<file path="src/rtl/wb_sram.sv">
// wb_sram: Wishbone 32-bit slave to 16-bit async SRAM bridge.
// Each word access becomes one or two half-word SRAM cycles.
module wb_sram #(
  parameter int ADDR_W      = 18,
  parameter int WAIT_CYCLES = 1,
  parameter int ACK_HOLDOFF = 1
) (
  input  logic              clk,
  input  logic              rst_n,
  input  logic [31:0]       wb_adr_i,
  input  logic [31:0]       wb_dat_i,
  output logic [31:0]       wb_dat_o,
  input  logic              wb_we_i,
  input  logic [3:0]        wb_sel_i,
  input  logic              wb_stb_i,
  input  logic              wb_cyc_i,
  output logic              wb_ack_o,
  output logic [ADDR_W-1:0] sram_addr,
  output logic [15:0]       sram_dq_o,
  input  logic [15:0]       sram_dq_i,
  output logic              sram_dq_oe,
  output logic              sram_ce_n,
  output logic              sram_oe_n,
  output logic              sram_we_n,
  output logic              sram_lb_n,
  output logic              sram_ub_n
);

  typedef enum logic [2:0] {
    IDLE,
    SETUP,
    STROBE,
    RECOVER,
    ACK,
    HOLD,
    ABORT
  } state_t;

  state_t state;
  state_t state_nx;

  logic              half;
  logic              half_nx;
  logic [ADDR_W-2:0] adr_r;
  logic [31:0]       dat_r;
  logic              we_r;
  logic [3:0]        sel_r;
  logic [3:0]        cnt;
  logic [15:0]       rd_lo;

  logic              req;
  logic              strobe_done;
  logic              hold_done;
  logic [ADDR_W-2:0] adr_c;
  logic [31:0]       dat_c;
  logic              we_c;
  logic [3:0]        sel_c;
  logic [1:0]        hsel;
  logic [15:0]       hdat;
  logic              unused_adr;

  assign unused_adr = ^{wb_adr_i[31:ADDR_W+1],
                        wb_adr_i[1:0]};

  assign req = wb_cyc_i & wb_stb_i;

  assign strobe_done = cnt == 4'(WAIT_CYCLES - 1);
  assign hold_done   = cnt == 4'(ACK_HOLDOFF - 1);

  // In IDLE the request is taken straight from the bus.
  assign adr_c = (state == IDLE) ?
                 wb_adr_i[ADDR_W:2] : adr_r;
  assign dat_c = (state == IDLE) ? wb_dat_i : dat_r;
  assign we_c  = (state == IDLE) ? wb_we_i  : we_r;
  assign sel_c = (state == IDLE) ? wb_sel_i : sel_r;

  assign hsel = half_nx ? sel_c[3:2] : sel_c[1:0];
  assign hdat = half_nx ? dat_c[31:16] : dat_c[15:0];

  always_comb begin
    state_nx = state;
    half_nx  = half;
    unique case (state)
      IDLE: begin
        if (req) begin
          half_nx  = wb_we_i &
                     (wb_sel_i[1:0] == 2'b00);
          state_nx = (wb_we_i && wb_sel_i == 4'h0) ?
                     ACK : SETUP;
        end
      end
      SETUP: begin
        state_nx = wb_cyc_i ? STROBE : ABORT;
      end
      STROBE: begin
        if (!wb_cyc_i) begin
          state_nx = ABORT;
        end else if (strobe_done) begin
          if (we_r) begin
            state_nx = RECOVER;
          end else if (!half) begin
            state_nx = SETUP;
            half_nx  = 1'b1;
          end else begin
            state_nx = ACK;
          end
        end
      end
      RECOVER: begin
        if (!wb_cyc_i) begin
          state_nx = ABORT;
        end else if (!half &&
                     sel_r[3:2] != 2'b00) begin
          state_nx = SETUP;
          half_nx  = 1'b1;
        end else begin
          state_nx = ACK;
        end
      end
      ACK: begin
        state_nx = (ACK_HOLDOFF == 0) ? IDLE : HOLD;
      end
      HOLD: begin
        if (hold_done) state_nx = IDLE;
      end
      ABORT: begin
        state_nx = IDLE;
      end
      default: begin
        state_nx = IDLE;
      end
    endcase
  end

  always_ff @(posedge clk or negedge rst_n) begin
    if (!rst_n) begin
      state    <= IDLE;
      half     <= 1'b0;
      adr_r    <= '0;
      dat_r    <= '0;
      we_r     <= 1'b0;
      sel_r    <= '0;
      cnt      <= '0;
      rd_lo    <= '0;
      wb_dat_o <= '0;
      wb_ack_o <= 1'b0;
    end else begin
      state    <= state_nx;
      half     <= half_nx;
      cnt      <= (state_nx == state) ?
                  cnt + 4'd1 : 4'd0;
      wb_ack_o <= state_nx == ACK;
      if (state == IDLE && req) begin
        adr_r <= wb_adr_i[ADDR_W:2];
        dat_r <= wb_dat_i;
        we_r  <= wb_we_i;
        sel_r <= wb_sel_i;
      end
      // Low half is staged so an aborted read leaves dat_o intact.
      if (state == STROBE && strobe_done &&
          !we_r && wb_cyc_i) begin
        if (half) wb_dat_o <= {sram_dq_i, rd_lo};
        else      rd_lo    <= sram_dq_i;
      end
    end
  end

  always_ff @(posedge clk or negedge rst_n) begin
    if (!rst_n) begin
      sram_addr  <= '0;
      sram_dq_o  <= '0;
      sram_dq_oe <= 1'b0;
      sram_ce_n  <= 1'b1;
      sram_oe_n  <= 1'b1;
      sram_we_n  <= 1'b1;
      sram_lb_n  <= 1'b1;
      sram_ub_n  <= 1'b1;
    end else begin
      unique case (state_nx)
        SETUP, STROBE, RECOVER: begin
          sram_addr <= {adr_c, half_nx};
          sram_ce_n <= 1'b0;
          if (we_c) begin
            sram_lb_n  <= ~hsel[0];
            sram_ub_n  <= ~hsel[1];
            sram_dq_oe <= 1'b1;
            sram_dq_o  <= hdat;
            sram_oe_n  <= 1'b1;
            sram_we_n  <= state_nx != STROBE;
          end else begin
            sram_lb_n  <= 1'b0;
            sram_ub_n  <= 1'b0;
            sram_dq_oe <= 1'b0;
            sram_oe_n  <= 1'b0;
            sram_we_n  <= 1'b1;
          end
        end
        ABORT: begin
          sram_ce_n <= 1'b0;
          sram_oe_n <= 1'b1;
          sram_we_n <= 1'b1;
        end
        default: begin
          sram_ce_n  <= 1'b1;
          sram_oe_n  <= 1'b1;
          sram_we_n  <= 1'b1;
          sram_lb_n  <= 1'b1;
          sram_ub_n  <= 1'b1;
          sram_dq_oe <= 1'b0;
        end
      endcase
    end
  end

endmodule

</file>
<file path="config.mk">
export PLATFORM = sky130hd
export DESIGN_NAME = wb_sram
export DESIGN_NICKNAME = d
export VERILOG_FILES = /design/src/rtl/wb_sram.sv
export SDC_FILE = /design/constraint.sdc
export NUM_CORES = 1
export LEC_CHECK = 0
export BUFFER_PORTS_ARGS = -buffer_cell sky130_fd_sc_hd__buf_2
export CAP_MARGIN = 0
export CELL_PAD_IN_SITES_DETAIL_PLACEMENT = 0
export CELL_PAD_IN_SITES_GLOBAL_PLACEMENT = 2
export CORE_UTILIZATION = 37
export DETAILED_ROUTE_END_ITERATION = 16
export PLACE_DENSITY_LB_ADDON = 0.05
export SETUP_SLACK_MARGIN = 0.15
export SYNTH_ARGS = -nofsm -noshare
export SYNTH_HDL_FRONTEND = slang
export SYNTH_SLANG_ARGS = --single-unit
export TNS_END_PERCENT = 1
</file>
<file path="constraint.sdc">
create_clock -name clk -period 3.6 [get_ports clk]
set_clock_uncertainty 0.1 [all_clocks]
set_input_delay 0.36 -clock clk [delete_from_list [all_inputs] [get_ports clk]]
set_output_delay 0.36 -clock clk [all_outputs]
set_load 0.05 [all_outputs]
</file>
# --- After elaboration in Yosys (flattened, before gate mapping) ---
# Index checks and enable logic that the tools add are counted.
op_classes:
  reduce_logical: 18
  bitwise: 5
  mux: 35
  n_eq_ne: 12
  addsub: 1
op_table:
  columns: ["cell", "count"]
  rows:
  - ["$mux 32", 1]
  - ["$mux 3", 10]
  - ["$pmux 3 s6", 1]
  - ["$mux 17", 1]
  - ["$mux 16", 1]
  - ["$mux 1", 14]
  - ["$eq 3x2->1 const B", 4]
  - ["$eq 3x3->1 const B", 4]
  - ["$logic_not 4->1", 2]
  - ["$mux 4", 2]
  - ["$eq 3x1->1 const B", 2]
  - ["$logic_and 1x1->1", 6]
  - ["$pmux 1 s2", 3]
  - ["$reduce_and 2->1", 3]
  - ["$add 4x1->4 const B", 1]
  - ["$reduce_or 4->1", 1]
  - ["$eq 3x3->1", 1]
  - ["$logic_not 3->1", 1]
  - ["$ne 3x2->1 const B", 1]
  - ["$not 1->1", 3]
  - ["$pmux 1 s3", 1]
  - ["$reduce_or 3->1", 1]
  - ["$and 1x1->1", 2]
  - ["$logic_not 1->1", 2]
  - ["other kinds (3)", 3]
totals:
  in_bits: 89
  out_inout_bits: 73
  word_cells: 89
  register_bits: 151

# --- Logic depth before layout (Yosys ltp) ---
logic_depth:
  depth_word: 9
  mapped_depth: 10
  ltp_nobuf: 8

# --- Worst setup path after synthesis ---
# No wires, ideal clock.
synth_path:
  kind: "flip-flop to flip-flop"
  from: "register cnt[0]"
  to: "register rd_lo[7]"
  arrival_time_ns: 2.080
  path_slack_ns: 1.295
  path_stages_with_launch: 8
  path_cell_list: "dfrtp_1 > inv_1 > ha_1 > nor4b_4 > nand2_1 > nor4_2 > buf_2 > mux2_2"
synth_between:
  elab_chain_cells: 5
synth_rtl:
  columns: ["item", "line", "source"]
  rows:
  - ["start: declaration", "48", "logic [3:0] cnt;"]
  - ["start signal: assignment", "150", "cnt <= (state_nx == state) ?"]
  - ["$logic_not 4->1", "67", "assign strobe_done = cnt == 4'(WAIT_CYCLES - 1);"]
  - ["$logic_and 1x1->1 (2 in series)", "160", "if (state == STROBE && strobe_done &&"]
  - ["$logic_and 1x1->1", "161", "!we_r && wb_cyc_i) begin"]
  - ["$reduce_and 2->1 (no source line)", null, null]
  - ["end signal: assignment", "163", "else rd_lo <= sram_dq_i;"]
  - ["end: declaration", "49", "logic [15:0] rd_lo;"]
# Every way passes these cells.
# A chain may end at the register's enable or synchronous reset.

# --- Worst setup path in the final report ---
layout_path:
  from: "register state[0]"
  to: "register sram_dq_o[13]"
layout_between:
  elab_chain_cells: 6
layout_rtl:
  columns: ["item", "line", "source"]
  rows:
  - ["start: declaration", "39", "state_t state;"]
  - ["start signal: assignment", "148", "state <= state_nx;"]
  - ["$mux 3", "98", "end else if (strobe_done) begin"]
  - ["$mux 3", "96", "if (!wb_cyc_i) begin"]
  - ["$pmux 3 s6", "83", "unique case (state)"]
  - ["$eq 3x1->1 / $eq 3x2->1 (equally long branches)", "179", "unique case (state_nx)"]
  - ["$reduce_or 3->1", "179", null]
  - ["$reduce_and 2->1 (no source line)", null, null]
  - ["end signal: assignment", "187", "sram_dq_o <= hdat;"]
  - ["end: declaration", "19", "output logic [15:0] sram_dq_o,"]
# Parallel ways exist; a longest one is shown, timed or not.

==> run summary <==
run status: completed
initial DRC count: 217
Synth Register Bits: 151
gr usage total: 0.172
Setup violations, final: 0
Reg clk slew, reported paths: 60 ps
most used routing layer: met2
Core Area: 0.0175 sq mm
fmax: 0.316 GHz
DR vias/cell: 4.92
Die ar.: 0.0186 sq mm
initial antenna violation count: 0
Static Leak: 4.09 nW
Clock Latency Late Sink: 420 ps
Antenna Cells: 0
Slowest cell on crit path: dfrtp_1
Row Count: 48
met2 track demand over resource: 0.271
Cell Pwr Density: 1100 mW/mm^2
GRT met3 Usage: 0.0574
Routed Antenna Nets: 0
post_cts resized: 0
sequential share of the synthesized area: 0.567
total CTS buffers: 17
Detailed Place HPWL: 9720 um
fin nets: 795
FILL cells: 1,657
pin count of the biggest net entering global routing: 81
Syn Area/Cell: 11.9 sq um
CTS Buffer Depth: 2
Initial DRT Pass Iterations: 4
Worst Max-Slew Pin Slew: 909 ps
Rel. slew slack: 0.392
CP peak stage delay: 820 ps
met1 Usage GRT: 0.218
Setup crit end kind: register
Ports: 162
Worst Path Arrival: 3370 ps
worst path cell trace: nor3_4 > nand3_4 > o211ai_2 > nor3_4 > nand3b_4 > mux2_1
Netlist cell types: 54
H-tree levels: 4
share of layout cells above drive strength 1: 0.393
Placer Congestion: 0.750
WP buf/inv: 0
first-pass GRT wire length: 24,200 um
final wirelength: 15,100 um
RSZ-0062 raised after global routing: false
Clock Sinks: 151
Top delay family on crit path: simple AND/OR/NAND/NOR gates
Crit Path Category: reg2reg
Worst Setup Start Kind: register
Cell Area, Synth: 0.00668 sq mm
die width: 136 um
Post-DP Area: 0.00762 sq mm
CTS Root Cell: clkbuf_16
Initial Utilization: 0.382
final instance area: 0.00820 sq mm
WL per Instance: 16.0 um
Synth Warn #: 0
Setup TNS Final: 0 ps
syn_nets: 652
CP dominant cell by count: nor3_4
HP Class: in2reg
Slew Limit Fails: 0
crit path max fanout: 23
max-cap violation count: 0
EDFF count, synth: 0
number of global-route vias before repair: 4,605
minimum clock period after layout: 3160 ps
PortBufs: 146
Residual DRC: 0
final hold vios: 0
Gate Count Post-Synth: 561
CTS tree: yes
fin crit share: 0.879
via count: 4,638
area growth from synthesis to layout: 22.8%
postcts setup bufs: 0
grt total ovfl: 0
prevailing post-synth register cell: dfrtp_1
Chip Height: 136 um
Async S/R FF share, synth: 1.00
Critical Path RT: 3810 ps
IR drop worst, VDD: 0.526 mV
-- cell usage after synthesis (2+ instances only) --
cell / instances / area share
ha_1: 2 / 0.0037
mux4_2: 16 / 0.054
clkbuf_1: 15 / 0.0084
buf_6: 5 / 0.0084
or3_1: 2 / 0.0019
mux2_1: 11 / 0.019
nor2b_1: 2 / 0.0019
nand3_1: 5 / 0.0037
or3_4: 2 / 0.0034
nand2_1: 168 / 0.094
xor2_1: 2 / 0.0026
nand2b_1: 2 / 0.0019
inv_1: 9 / 0.0051
o221a_1: 2 / 0.0034
o211ai_1: 3 / 0.0034
mux2_2: 55 / 0.093
mux2i_1: 21 / 0.031
a31oi_1: 18 / 0.017
a21oi_1: 21 / 0.016
nor2_1: 6 / 0.0034
dfstp_2: 5 / 0.020
dfrtp_1: 146 / 0.55
buf_2: 12 / 0.0090
-- through the flow --
step	power, mW	utilization	instances	setup slack (ps)	hold WS [ps]
after floorplan	6.41	-	561	1290	-35.6
after global placement	7.30	0.436	909	399	327
after detailed placement	7.39	0.436	909	375	326
after CTS	9.16	0.469	942	367	14.7
after global routing	9.63	0.469	942	153	33.7
final	9.03	0.469	942	436	36.3
-- flip-flops by register name (all words and copies together), names as in the netlist, 3 cells and up --
name / cells
dat_r: 32
wb_dat_o: 32
sram_addr: 18
adr_r: 17
rd_lo: 16
sram_dq_o: 16
cnt: 4
sel_r: 4
state: 3
-- layer usage --
metal / wire [um] / part of all wire / vias up
li1: - / - / 2217
met1: 6660 / 0.44 / 2284
met2: 7230 / 0.48 / 122
met3: 1020 / 0.068 / 15
met4: 195 / 0.013 / 0
met5: 0 / 0 / -
-- cell usage in the layout, fill, tap and decap left out, drive strengths merged, types with 6 or more instances in the layout --
cell / Yosys / routed
inv: 10 / 16
mux4: 16 / 16
mux2i: 21 / 21
mux2: 66 / 66
buf: 18 / 156
nand3: 6 / 6
nor2: 7 / 7
a31oi: 18 / 18
a21oi: 22 / 22
dfrtp: 146 / 146
clkbuf: 15 / 17
nand2: 168 / 168
-- final timing paths --
path	cells after the start	slack [ps]	from	to
max in group asynchronous	3	2090	rst_n	sram_ce_n$_DFF_PN1_
worst min-delay path	3	40	wb_dat_i[1]	dat_r[1]$_DFFE_PN0P_
min in group asynchronous	2	400	rst_n	dat_r[1]$_DFFE_PN0P_
worst max-delay path	6	440	state[0]$_DFF_PN0_	sram_dq_o[13]$_DFFE_PN0P_
worst min register to register	2	370	dat_r[23]$_DFFE_PN0P_	dat_r[23]$_DFFE_PN0P_
worst max register to register	6	440	state[0]$_DFF_PN0_	sram_dq_o[13]$_DFFE_PN0P_
-- layout make-up --
type / instances / area [sq um] / area share
Clock buffer: 17 / 425 / 0.0519
Multi-Input combinational cell: 367 / 2690 / 0.328
Clock inverter: 15 / 145 / 0.0177
Timing Repair Buffer: 157 / 835 / 0.102
Inverter: 10 / 37.5 / 0.00458
Sequential cell: 151 / 3780 / 0.462
Tap cell: 225 / 282 / 0.0343
-- worst min-delay path: stages --
cell	delay [ps]
buf_2	80
nand2_1	40
nand2_1	40
-- power by group --
part	switching, mW	leakage (nW)	total (mW)	internal, mW
combinational	2.82	1.93	4.36	1.54
sequential	0.434	1.88	2.94	2.50
clock	0.763	0.270	1.73	0.967
total	4.02	4.09	9.03	5.01
-- repair_timing --
action / 4_1_cts / 5_1_grt
endpoints found under the hold margin: 67 / 0
hold buffers: 1 / 0
setup endpoints to repair: 0 / 2
-- logic make-up after synthesis --
group	after synthesis	synth area share
simple gates	203	0.139
flops	151	0.567
mux	103	0.197
compound gates	56	0.0570
buf+inv	43	0.0326
xor+xnor	3	0.00394
fa+ha+maj	2	0.00375
Power figures use the tool's default switching activity.
